**config.mk**
```make
export PLATFORM = sky130hd
export DESIGN_NAME = ps2_cmd_sequencer
export DESIGN_NICKNAME = d
export VERILOG_FILES = /design/src/rtl/ps2_cmd_pkg.sv /design/src/rtl/ps2_cmd_fifo.sv /design/src/rtl/ps2_cmd_sequencer.sv
export SDC_FILE = /design/constraint.sdc
export NUM_CORES = 1
export LEC_CHECK = 0
export ABC_AREA = 0
export CAP_MARGIN = 20
export CORE_UTILIZATION = 35
export DETAILED_ROUTE_END_ITERATION = 16
export DONT_BUFFER_PORTS = 1
export HOLD_SLACK_MARGIN = 0.1
export PLACE_DENSITY_LB_ADDON = 0.05
export SYNTH_ARGS = -nofsm -noshare
export SYNTH_HDL_FRONTEND = slang
export SYNTH_SLANG_ARGS = --single-unit
```
**constraint.sdc**
```tcl
create_clock -name CLOCK_50 -period 5.1 [get_ports CLOCK_50]
set_input_delay 1.02 -clock CLOCK_50 [delete_from_list [all_inputs] [get_ports CLOCK_50]]
set_output_delay 1.02 -clock CLOCK_50 [all_outputs]
set_load 0.02 [all_outputs]
```
**src/rtl/ps2_cmd_pkg.sv**
```systemverilog
// Shared scan codes, command encodings and decoder state type for the
// PS/2 command sequencer.
package ps2_cmd_pkg;

    localparam logic [7:0] SC_HIT   = 8'h33;
    localparam logic [7:0] SC_STAND = 8'h1B;
    localparam logic [7:0] SC_DEAL  = 8'h23;
    localparam logic [7:0] SC_BREAK = 8'hF0;
    localparam logic [7:0] SC_EXT   = 8'hE0;

    typedef enum logic [1:0] {
        CMD_NONE  = 2'd0,
        CMD_HIT   = 2'd1,
        CMD_STAND = 2'd2,
        CMD_DEAL  = 2'd3
    } cmd_t;

    typedef enum logic [1:0] {
        IDLE,
        BRK,
        EXT,
        EXT_BRK
    } state_t;

    function automatic logic [2:0] key_mask(input logic [7:0] code);
        case (code)
            SC_HIT:   return 3'b001;
            SC_STAND: return 3'b010;
            SC_DEAL:  return 3'b100;
            default:  return 3'b000;
        endcase
    endfunction

    function automatic cmd_t key_cmd(input logic [7:0] code);
        case (code)
            SC_HIT:   return CMD_HIT;
            SC_STAND: return CMD_STAND;
            SC_DEAL:  return CMD_DEAL;
            default:  return CMD_NONE;
        endcase
    endfunction

endpackage

```
**src/rtl/ps2_cmd_fifo.sv**
```systemverilog
// Synchronous command queue; head reads as zero while empty.
module ps2_cmd_fifo #(
    parameter int DEPTH = 4
) (
    input  logic                   clk,
    input  logic                   reset,
    input  logic                   push,
    input  logic [1:0]             push_data,
    input  logic                   pop,
    output logic                   valid,
    output logic                   full,
    output logic [1:0]             head_data,
    output logic [$clog2(DEPTH):0] count
);
    localparam int AW = $clog2(DEPTH);
    localparam int CW = AW + 1;

    logic [AW-1:0] rd_ptr;
    logic [AW-1:0] wr_ptr;
    logic [CW-1:0] count_q;
    logic [1:0]    mem [DEPTH];
    logic          do_push;
    logic          do_pop;

    assign valid     = (count_q != '0);
    assign full      = (count_q == CW'(DEPTH));
    assign do_pop    = pop && valid;
    // A full queue still accepts a push when the head leaves this cycle
    assign do_push   = push && (!full || do_pop);
    assign head_data = valid ? mem[rd_ptr] : 2'b00;
    assign count     = count_q;

    always_ff @(posedge clk) begin
        if (reset) begin
            rd_ptr  <= '0;
            wr_ptr  <= '0;
            count_q <= '0;
        end else begin
            if (do_push) wr_ptr <= wr_ptr + AW'(1);
            if (do_pop)  rd_ptr <= rd_ptr + AW'(1);
            count_q <= count_q + CW'(do_push) - CW'(do_pop);
        end
    end

    always_ff @(posedge clk) begin
        if (do_push) mem[wr_ptr] <= push_data;
    end

endmodule

```
**src/rtl/ps2_cmd_sequencer.sv**
```systemverilog
// PS/2 scan-code decoder that queues HIT/STAND/DEAL commands.
// Optional partial-sequence watchdog: define PS2_CMD_TIMEOUT_EN.
module ps2_cmd_sequencer
    import ps2_cmd_pkg::*;
#(
    parameter int FIFO_DEPTH     = 4,
    parameter int TIMEOUT_CYCLES = 5_000_000
) (
    input  logic                        CLOCK_50,
    input  logic                        reset,
    input  logic [7:0]                  received_data,
    input  logic                        received_data_en,
    input  logic                        cmd_ready,
    output logic                        cmd_valid,
    output logic [1:0]                  cmd_code,
    output logic [2:0]                  key_held,
    output logic                        overflow,
    output logic [$clog2(FIFO_DEPTH):0] fifo_count
);
    if (FIFO_DEPTH < 2 || (FIFO_DEPTH & (FIFO_DEPTH - 1)) != 0) begin : g_bad_depth
        $error("FIFO_DEPTH must be a power of 2 and at least 2");
    end
    if (TIMEOUT_CYCLES < 1) begin : g_bad_timeout
        $error("TIMEOUT_CYCLES must be at least 1");
    end

    state_t     state_q, state_d;
    logic [2:0] held_q, held_d;
    logic       ovf_q, ovf_d;
    logic       push;
    cmd_t       push_code;
    logic [2:0] mask;
    logic       fifo_full;
    logic       pop;

`ifdef PS2_CMD_TIMEOUT_EN
    localparam int WW = $clog2(TIMEOUT_CYCLES + 1);
    logic [WW-1:0] wdog_q, wdog_d;
`endif

    assign pop      = cmd_valid && cmd_ready;
    assign mask     = key_mask(received_data);
    assign key_held = held_q;
    assign overflow = ovf_q;

    always_ff @(posedge CLOCK_50) begin
        if (reset) begin
            state_q <= IDLE;
            held_q  <= '0;
            ovf_q   <= 1'b0;
`ifdef PS2_CMD_TIMEOUT_EN
            wdog_q  <= '0;
`endif
        end else begin
            state_q <= state_d;
            held_q  <= held_d;
            ovf_q   <= ovf_d;
`ifdef PS2_CMD_TIMEOUT_EN
            wdog_q  <= wdog_d;
`endif
        end
    end

    always_comb begin
        state_d   = state_q;
        held_d    = held_q;
        push      = 1'b0;
        push_code = CMD_NONE;
`ifdef PS2_CMD_TIMEOUT_EN
        wdog_d    = '0;
`endif
        if (received_data_en) begin
            state_d = IDLE;
            unique case (state_q)
                IDLE: begin
                    if (received_data == SC_BREAK) begin
                        state_d = BRK;
                    end else if (received_data == SC_EXT) begin
                        state_d = EXT;
                    end else if (mask != '0 && (held_q & mask) == '0) begin
                        held_d    = held_q | mask;
                        push      = 1'b1;
                        push_code = key_cmd(received_data);
                    end
                end
                BRK: held_d = held_q & ~mask;
                EXT: begin
                    if (received_data == SC_BREAK) state_d = EXT_BRK;
                end
                EXT_BRK: state_d = IDLE;
            endcase
        end
`ifdef PS2_CMD_TIMEOUT_EN
        else if (state_q != IDLE) begin
            // Abandon a half-received sequence after a long silence
            if (wdog_q == WW'(TIMEOUT_CYCLES - 1)) state_d = IDLE;
            else wdog_d = wdog_q + WW'(1);
        end
`endif
        ovf_d = ovf_q | (push && fifo_full && !pop);
    end

    ps2_cmd_fifo #(
        .DEPTH(FIFO_DEPTH)
    ) u_fifo (
        .clk       (CLOCK_50),
        .reset     (reset),
        .push      (push),
        .push_data (push_code),
        .pop       (pop),
        .valid     (cmd_valid),
        .full      (fifo_full),
        .head_data (cmd_code),
        .count     (fifo_count)
    );

endmodule

```
## Yosys cells after proc, flatten, opt, wreduce, memory -nomap -nowiden

Memory sizes are Yosys's and may differ from the RTL's. A register that Yosys moved wholly into a read port is not among the register bits.
Cells that the tools add are included.

- Logic and storage cells: 67
- Memories: 1
- Input port bits: 12
- Memory bits (writable): 8
- Bits in registers: 13
- Output and inout port bits: 10

- Reduce and logical (&&, ||, !) cells: 15
- Muxes and demuxes: 25
- $add $sub $neg: 4
- Bitwise operators: 5
- Equality and inequality tests: 11

Memory list:

| name | words | width | rd ports | clocked after memory_dff | write ports | RTL line | RTL |
|---|---|---|---|---|---|---|---|
| u_fifo.mem | 4 | 2 | 1 | 1 | 1 | ps2_cmd_fifo.sv:21 | `logic [1:0] mem [DEPTH];` |

Operators by type and width:

| cell | number |
|---|---|
| 2-to-1 mux 2 bit | 11 |
| == test 8 x 6 -> 1 bit (second input constant) | 2 |
| == test 8 bit (second input constant) | 2 |
| 2-to-1 mux 3 bit | 3 |
| one-hot mux 3 bit (3 select lines) | 1 |
| == test 8 x 5 -> 1 bit (second input constant) | 1 |
| 2-to-1 mux 1 bit | 7 |
| bitwise AND 3 bit | 2 |
| logical AND 1 bit | 6 |
| != test 2 bit (second input constant) | 3 |
| one-hot mux 2 bit (3 select lines) | 1 |
| one-hot mux 3 bit (2 select lines) | 1 |
| nonzero test 3 bit | 2 |
| AND reduction 5 bit | 1 |
| adder 2 x 1 -> 2 bit (second input constant) | 2 |
| one-hot mux 2 bit (2 select lines) | 1 |
| adder 3 x 1 -> 3 bit | 1 |
| == test 3 bit (second input constant) | 1 |
| zero test 3 bit | 1 |
| NOT 3 bit | 1 |
| OR 3 bit | 1 |
| subtractor 3 x 1 -> 3 bit | 1 |
| == test 2 x 1 -> 1 bit (second input constant) | 1 |
| == test 2 bit (second input constant) | 1 |
| 5 further kinds | 6 |

## Longest topological paths before layout

Gate-level depths: netlist (run 1).

- Word-level depth: 13
- Gate-level depth with buffers: 10
- Depth with buffers taken out: 10

## Cells and area by module

A second synthesis (run 1) with hierarchy kept.

- Cells, all modules: 107
- Area total of the unflattened synthesis: 1231.2 um^2

By module, submodules not included:

| module | times used | area an instance (um^2) | sequential area each (um^2) | cells each |
|---|---|---|---|---|
| ps2_cmd_fifo | 1 | 788.3 | 420.4 | 60 |
| ps2_cmd_sequencer | 1 | 442.9 | 120.1 | 47 |

## Least setup slack after synthesis (run 1)

Ideal clock, no wire load.

- Path kind: input -> register
- Start: in received_data[6]
- End: reg u_fifo.count_q[2] (netlist: u_fifo.count[2])
- Library setup time: 0.128 ns
- Cell stages on the path: 9
- Path slack: 2.091 ns
- Required time: 4.972 ns
- Path buffers: 0
- Data arrival time: 2.882 ns
- Path through: nand4bb_4 -> or4_4 -> nor3_4 -> ha_1 -> inv_1 -> fa_1 -> xor2_1 -> xnor2_1 -> nor2_1

- Word-level cells in the longest chain between the ends: 13
- Elaborated cells on any way between the ends: 18
- Classes of those cells: add/sub (2); eq/ne (5); mux (6); bitwise (1); reduce/logical (4)

RTL lines:

| what | RTL line | RTL |
|---|---|---|
| start: declaration | ps2_cmd_sequencer.sv:11 | `input logic [7:0] received_data,` |
| == test 8 x 6 -> 1 bit or == test 8 x 5 -> 1 bit (tied branches) | ps2_cmd_pkg.sv:26 | `case (code)` |
| one-hot mux 3 bit (3 select lines) | ps2_cmd_pkg.sv:26 |  |
| bitwise AND 3 bit | ps2_cmd_sequencer.sv:80 | `end else if (mask != '0 && (held_q & mask) == '0) begin` |
| zero test 3 bit | ps2_cmd_sequencer.sv:80 |  |
| logical AND 1 bit | ps2_cmd_sequencer.sv:80 |  |
| 2-to-1 mux 1 bit | ps2_cmd_sequencer.sv:80 |  |
| 2-to-1 mux 1 bit | ps2_cmd_sequencer.sv:78 | `end else if (received_data == SC_EXT) begin` |
| 2-to-1 mux 1 bit (*) | ps2_cmd_sequencer.sv:76 | `if (received_data == SC_BREAK) begin` |
| 2-to-1 mux 1 bit (*) | ps2_cmd_sequencer.sv:74 | `unique case (state_q)` |
| 2-to-1 mux 1 bit (*) | ps2_cmd_sequencer.sv:72 | `if (received_data_en) begin` |
| logical AND 1 bit (*) | ps2_cmd_fifo.sv:29 | `assign do_push = push && (!full \|\| do_pop);` |
| net u_fifo.do_push | ps2_cmd_fifo.sv:22 | `logic do_push;` |
| adder 3 x 1 -> 3 bit (*) | ps2_cmd_fifo.sv:41 | `count_q <= count_q + CW'(do_push) - CW'(do_pop);` |
| subtractor 3 x 1 -> 3 bit (*) | ps2_cmd_fifo.sv:41 |  |
| end signal: assignment | ps2_cmd_fifo.sv:41 |  |
| end: declaration | ps2_cmd_fifo.sv:20 | `logic [CW-1:0] count_q;` |

Mark *: on every way through the listed nets, which the timed path passes. The rest lies on a longest branch.
A chain may end at the register's enable or synchronous reset.

## Worst setup path after layout (run 1)

Same ends and word-level chain as after synthesis.

==> reports/summary.txt, run 1 <==
I/O pin count - 22
CTS H-tree lvls - 1
Mapped Cells - 100
Initial Utilization - 37.4%
xor/xnor cell area share of the yosys netlist - 3.04%
first-pass GRT wire length - 3.18 mm
clk_lat worst skew - 0.30 ns
Synth Flop Type - dfxtp_1
gr ovfl total - 0
Yosys reg bits - 23
antenna violations before repair - 0
Post-CTS Setup Repair Bufs - 0
CTS Buf Count - 3
Final Hold Vio Count - 0
routed len/inst - 13.2 um
Post-Route WL - 1.94 mm
PortBufs - 0
Yosys top cell by area - dfxtp_1
FP Rows - 20
non-filler cells in the finished layout - 147
unrepaired setup endpoints after global routing - false
setup TNS - 0 ns
CTS tree - done
largest family of logic cells by synthesized area - simple AND/OR/NAND/NOR gates
Net count, final - 123
simple-gate portion of the synthesized area - 27.4%
Die Ht - 59.4 um
First-pass DRT Iterations - 3
DRC viols - 0
MaxCap Viol Count - 0
DP HPWL - 1.54 mm
Resize count post-CTS - 0
cts-stage hold buffer count - 0
Post-DP Area - 0.00120 mm^2
CP max FO - 7
area growth from synthesis to layout - 6.74%
GPL Wtd Cong - 0.689
clock skew - 0.00375 ns
post-synthesis mux area share - 8.48%
final setup fails - 0
Syn Nets - 119
fraction of layout instances using a drive strength above 1 - 12.6%
synth cell count leaders - 15 x dfxtp_1, 11 x nor2_1, 8 x and2_1, 8 x edfxtp_1, 6 x ha_1
Initial DRC Count - 15
cell with the most instances after synthesis - dfxtp_1
min Tclk post-route - 2.75 ns
die area - 0.00352 mm^2
Critical Path AT - 2.96 ns
Synth Warn # - 0
vias in the first global route - 688
post-synth cell types - 37
Synth Cell Area - 0.00115 mm^2
Adder-Cell Fraction of Synth Area - 8.26%
slew at the pin closest to its max-slew limit - 0.816 ns
EDFF count, synth - 8
total instance count after detailed placement - 143
largest cells by area after synthesis - dfxtp_1 26%, edfxtp_1 21%, ha_1 6.5%
register area share after synthesis - 47.0%
clk sink count - 23
Worst slew margin - 44.9%
largest net degree at the start of global routing - 17
antenna viol nets, final - 0
Max clock buf depth - 2
ys async rst share - 0%
Final Cell Area - 0.00123 mm^2
peak supply drop - 0.143 mV
hold crit path type - flip-flop to flip-flop
fmax - 363 MHz
clock-pin slew on the worst setup and hold paths - 0.12 ns
status - complete, no violations
max-slew violations - 0
vias - 695
n_diodes - 0
Crit Path Category - input pin to flip-flop
PwrDens - 360 mW/mm^2
share of the synthesized area in the top cell type - 26.1%
Total GRT Usage - 12.6%
vias per cell - 4.73
Synth Area in Compound Gates - 3.91%
hold_ws - 0.498 ns
Tcrit/Tclk final - 54.0%
Required @ worst endpoint - 5.31 ns
Clock Root Buffer - clkbuf_4
static leakage - 0.411 nW
Die Width - 59.4 um
Startpoint Class - input pin
core area - 0.00308 mm^2
Avg Cell Area, Syn - 11.5 um^2
endpoint type of the worst setup path - flip-flop
==> cell usage in the layout, fill, tap and decap left out, types with 2 or more instances in the layout <==
master,count
dfxtp_1,15
mux2i_1,3
nand3_1,2
nor4_1,4
ha_1,6
xnor2_1,2
edfxtp_1,8
a21oi_1,3
clkbuf_4,3
mux4_2,2
nand2b_1,5
inv_1,5
nor2_1,11
nand3b_1,2
and2_1,8
xor2_1,2
==> layer usage <==
layer	vias to the layer above	wire, um	global-route usage [%]
li1	360	-	-
met1	326	1030	18.4
met2	7	819	17.3
met3	2	65	2.84
met4	0	17	6.12
met5	-	0	0
==> report_power, final <==
group,total (W),internal [W],leakage [nW],switching (W)
clock network,0.0000819,0.0000304,0.0150,0.0000515
logic,0.000122,0.0000533,0.201,0.0000689
registers,0.000239,0.000209,0.195,0.0000298
total,0.000443,0.000293,0.411,0.000150
==> worst paths after layout <==
kind,from,to,slack (ns),depth (start not counted)
max,received_data[6],u_fifo.count[2]$_SDFF_PP0_,2.35,9
min,state_q[1]$_SDFFE_PP0P_,state_q[1]$_SDFFE_PP0P_,0.50,2
max reg2reg,u_fifo.count[1]$_SDFF_PP0_,u_fifo.count[2]$_SDFF_PP0_,2.56,10
min reg2reg,state_q[1]$_SDFFE_PP0P_,state_q[1]$_SDFFE_PP0P_,0.50,2
==> layout make-up <==
type	instances	area [um^2]
fill	320	1850
multi-input combinational	71	588
sequential	23	541
tap	44	55.1
clock buffer	4	26.3
inverter	5	18.8
==> logic make-up (layout without fill, tap and decap cells) <==
logic type	count (synthesis)	count (layout)
AND/OR/NAND/NOR	46	46
flip-flops	23	23
adder cells (fa/ha/maj)	7	7
AO/OA/AOI/OAI	7	7
multiplexers	7	7
buffers and inverters	6	9
XOR/XNOR	4	4
==> metrics by stage <==
stage	worst slack, ns	power (W)	util (%)
after floorplan	2.09	0.000349	-
after global placement	2.03	0.000368	39.1
after detailed placement	1.99	0.000368	39.1
after CTS	2.34	0.000451	39.9
after global routing	2.27	0.000474	39.9
final	2.35	0.000443	39.9
==> critical path: stages <==
cell	delay (ns)
nand4bb_4	0.21
or4_4	0.54
nor3_4	0.24
ha_1	0.19
inv_1	0.04
fa_1	0.36
xor2_1	0.16
xnor2_1	0.14
nor2_1	0.05
Power figures use the tool's default switching activity.
==> run 2, diff against run 1 <==
- ABC_AREA: 0 -> 1
- clock period: 5.1 -> 2.8 ns (I/O delays scaled with it)
==> reports/summary.txt, run 2 <==
vias - 1004 (+44%)
fin util - 40.0% (+0.12 points)
Synth Cell Area - 0.00128 mm^2 (+11%)
r2r startpoint - u_fifo.count[1]$_SDFF_PP0_
Hold Crit Endpoint - u_fifo.count[1]$_SDFF_PP0_
Required @ worst endpoint - 3.06 ns (-2.25 ns)
Initial Utilization - 37.5% (+0.15 points)
CP max FO - 5 (-2)
first-pass GRT wire length - 4.46 mm (+40%)
PortBufs - 0 (unchanged)
endpoint type of the worst setup path - flip-flop
Crit Path Category - flip-flop to flip-flop
Die Ht - 62.5 um (+5.4%)
ys async rst share - 0% (unchanged)
antenna viol nets, final - 0 (unchanged)
post-synth cell types - 21 (-43%)
post-synthesis mux area share - 0% (-8.5 points)
antenna violations before repair - 0 (unchanged)
DP HPWL - 1.93 mm (+25%)
critical path's slowest cell - nor3_1
Syn Nets - 189 (+59%)
gr ovfl total - 0 (unchanged)
Worst slew margin - 67.4% (+23 points)
share of the synthesized area in the top cell type - 23.4% (-2.7 points)
clock power share - 19.7% (+1.2 points)
Initial DRC Count - 32 (+17)
Final Hold Vio Count - 0 (unchanged)
Mapped Cells - 170 (+70%)
n_diodes - 0 (unchanged)
cell mode on critical path - inv_1
switching part of the total - 37.8% (+3.8 points)
Resize count post-CTS - 0 (unchanged)
First-pass DRT Iterations - 4 (+1)
Total GRT Usage - 14.3% (+1.7 points)
CP Cell Sequence - nor3_1, nor2_1, ha_1, inv_1, ha_1, inv_1, fa_1, inv_1, o21ai_0, a21oi_1
DRC viols - 0 (unchanged)
hold_ws - 0.280 ns (-0.217 ns)
Critical Path AT - 2.57 ns (-0.39 ns)
Synth Area in Compound Gates - 8.00% (+4.1 points)
Tot Pwr - 0.000798 W (+80%)
routed len/inst - 10.8 um (-18%)
Clock Root Buffer - clkbuf_4
met2 usage - 24.6% (+7.3 points)
vias in the first global route - 1079 (+57%)
static leakage - 0.583 nW (+42%)
Hold Crit Start - reset
Startpoint Class - flip-flop
Net count, final - 194 (+58%)
cts-stage hold buffer count - 0 (unchanged)
Die Width - 62.5 um (+5.4%)
CTS tree - done
met3 Use GR - 3.47% (+0.63 points)
MaxCap Viol Count - 0 (unchanged)
simple-gate portion of the synthesized area - 30.5% (+3.1 points)
power share of the sequential group - 54.4% (+0.5 points)
slew at the pin closest to its max-slew limit - 0.487 ns (-0.329 ns)
Synth Flop Type - dfxtp_1
xor/xnor cell area share of the yosys netlist - 0.683% (-2.4 points)
I/O pin count - 22 (unchanged)
CTS Buf Count - 3 (unchanged)
Comb power frac - 25.9% (-1.7 points)
unrepaired setup endpoints after global routing - false
Max clock buf depth - 2 (unchanged)
EDFF count, synth - 8 (unchanged)
Avg Cell Area, Syn - 7.54 um^2 (-34%)
clk_lat worst skew - 0.32 ns (+0.02 ns)
Reg2Reg Depth - 10 (unchanged)
PwrDens - 583 mW/mm^2 (+62%)
clk sink count - 23 (unchanged)
largest cells by area after synthesis - dfxtp_1 23%, edfxtp_1 19%, inv_1 10%
GPL Wtd Cong - 0.922 (+34%)
clock skew - 0.0177 ns (+0.0139 ns)
Net Sw Power - 0.000301 W (+100%)
final setup fails - 0 (unchanged)
layer with the highest usage - met2
Adder-Cell Fraction of Synth Area - 7.41% (-0.85 points)
Post-CTS Setup Repair Bufs - 0 (unchanged)
Cell Int Power - 0.000496 W (+70%)
Tcrit/Tclk final - 82.6%
FP Rows - 21 (+5.0%)
synth cell count leaders - 35 x inv_1, 26 x nor2_1, 25 x nand2_1
vias per cell - 4.56 (-3.5%)
Crit path largest cell delay - 0.46 ns (-0.08 ns)
Post-Route WL - 2.38 mm (+23%)
register area share after synthesis - 42.1% (-4.8 points)
largest family of logic cells by synthesized area - simple AND/OR/NAND/NOR gates
Worst Hold Depth - 1 (-1)
area growth from synthesis to layout - 6.63% (about the same)
Synth Warn # - 0 (unchanged)
leading cell types in the layout, fill and taps excluded - 35 x inv_1, 26 x nor2_1, 25 x nand2_1, 15 x dfxtp_1, 12 x a21oi_1
R2R Path End - u_fifo.count[2]$_SDFF_PP0_
leading cell type in the layout, fill and taps excluded - inv_1
setup TNS - 0 ns (unchanged)
Yosys top cell by area - dfxtp_1
largest net degree at the start of global routing - 14 (-3)
min Tclk post-route - 2.31 ns
fmax - 433 MHz
clock-pin slew on the worst setup and hold paths - 0.14 ns (+0.02 ns)
fraction of layout instances using a drive strength above 1 - 12.1% (-0.55 points)
status - complete, no violations
met1 GRT Util - 17.1% (-1.2 points)
CTS H-tree lvls - 1 (unchanged)
max-slew violations - 0 (unchanged)
peak supply drop - 0.137 mV (-4.3%)
core area - 0.00342 mm^2 (+11%)
cell with the most instances after synthesis - inv_1
reg2reg setup slack - 0.49 ns (-2.07 ns)
die area - 0.00391 mm^2 (+11%)
Yosys reg bits - 23 (unchanged)
hold crit path type - input pin to flip-flop
run 2: through the flow:
stage | std cells | worst slack, ns | instance area (um^2)
final | 220 | 0.488 | 1370
after global routing | 220 | 0.179 | 1370
after CTS | 220 | 0.422 | 1370
after detailed placement | 216 | 0.462 | 1340
after global placement | 216 | 0.530 | 1340
after floorplan | 170 | 0.711 | 1280
run 2: layer usage:
layer  vias up  part of all wire, %
met1       442                   47
met5         -                    0
met3         2                  5.0
met2        20                   47
met4         0                 0.96
li1        540                    -
run 2: final cells by class:
class | instances | area (um^2)
inverters | 38 | 144
clock buffers | 3 | 22.5
well taps | 46 | 57.6
multi-input cells | 109 | 598
clock inverters | 1 | 5.00
fillers | 364 | 2050
flip-flops and latches | 23 | 541
run 2: worst max path at each step:
| stage | startpoint | end | slack, ns | depth (start not counted) |
|---|---|---|---|---|
| after floorplan | received_data[2] | u_fifo.count[2]$_SDFF_PP0_ | 0.71 | 15 |
| after global placement | u_fifo.count[1]$_SDFF_PP0_ | u_fifo.count[2]$_SDFF_PP0_ | 0.53 | 10 |
| after detailed placement | u_fifo.count[1]$_SDFF_PP0_ | u_fifo.count[2]$_SDFF_PP0_ | 0.46 | 10 |
| after CTS | u_fifo.count[1]$_SDFF_PP0_ | u_fifo.count[2]$_SDFF_PP0_ | 0.42 | 10 |
| after global routing | u_fifo.count[1]$_SDFF_PP0_ | u_fifo.count[2]$_SDFF_PP0_ | 0.18 | 10 |
| final | u_fifo.count[1]$_SDFF_PP0_ | u_fifo.count[2]$_SDFF_PP0_ | 0.49 | 10 |
run 2: critical path: cells and delay by family, from the launching register on:
kind / cells / cell delay (ns)
simple gates: 2 / 0.64
flops: 1 / 0.45
compound gates: 2 / 0.21
fa+ha+maj: 3 / 0.79
buf+inv: 3 / 0.16
run 2: cells by family (layout without fill, tap and decap cells):
family                   Yosys count  count (layout)
XOR/XNOR                           1               1
adder cells (fa/ha/maj)            7               7
buffers and inverters             38              42
AND/OR/NAND/NOR                   81              81
flip-flops                        23              23
AO/OA/AOI/OAI                     20              20
run 2: power by group through the flow:
stage          sequential, W  clock (W)  combinational [W]
3_3_place_gp        0.000442          0           0.000208
6_report            0.000434   0.000157           0.000206
3_5_place_dp        0.000443          0           0.000210
2_1_floorplan       0.000434          0           0.000175
5_1_grt             0.000443   0.000174           0.000246
4_1_cts             0.000435   0.000169           0.000212
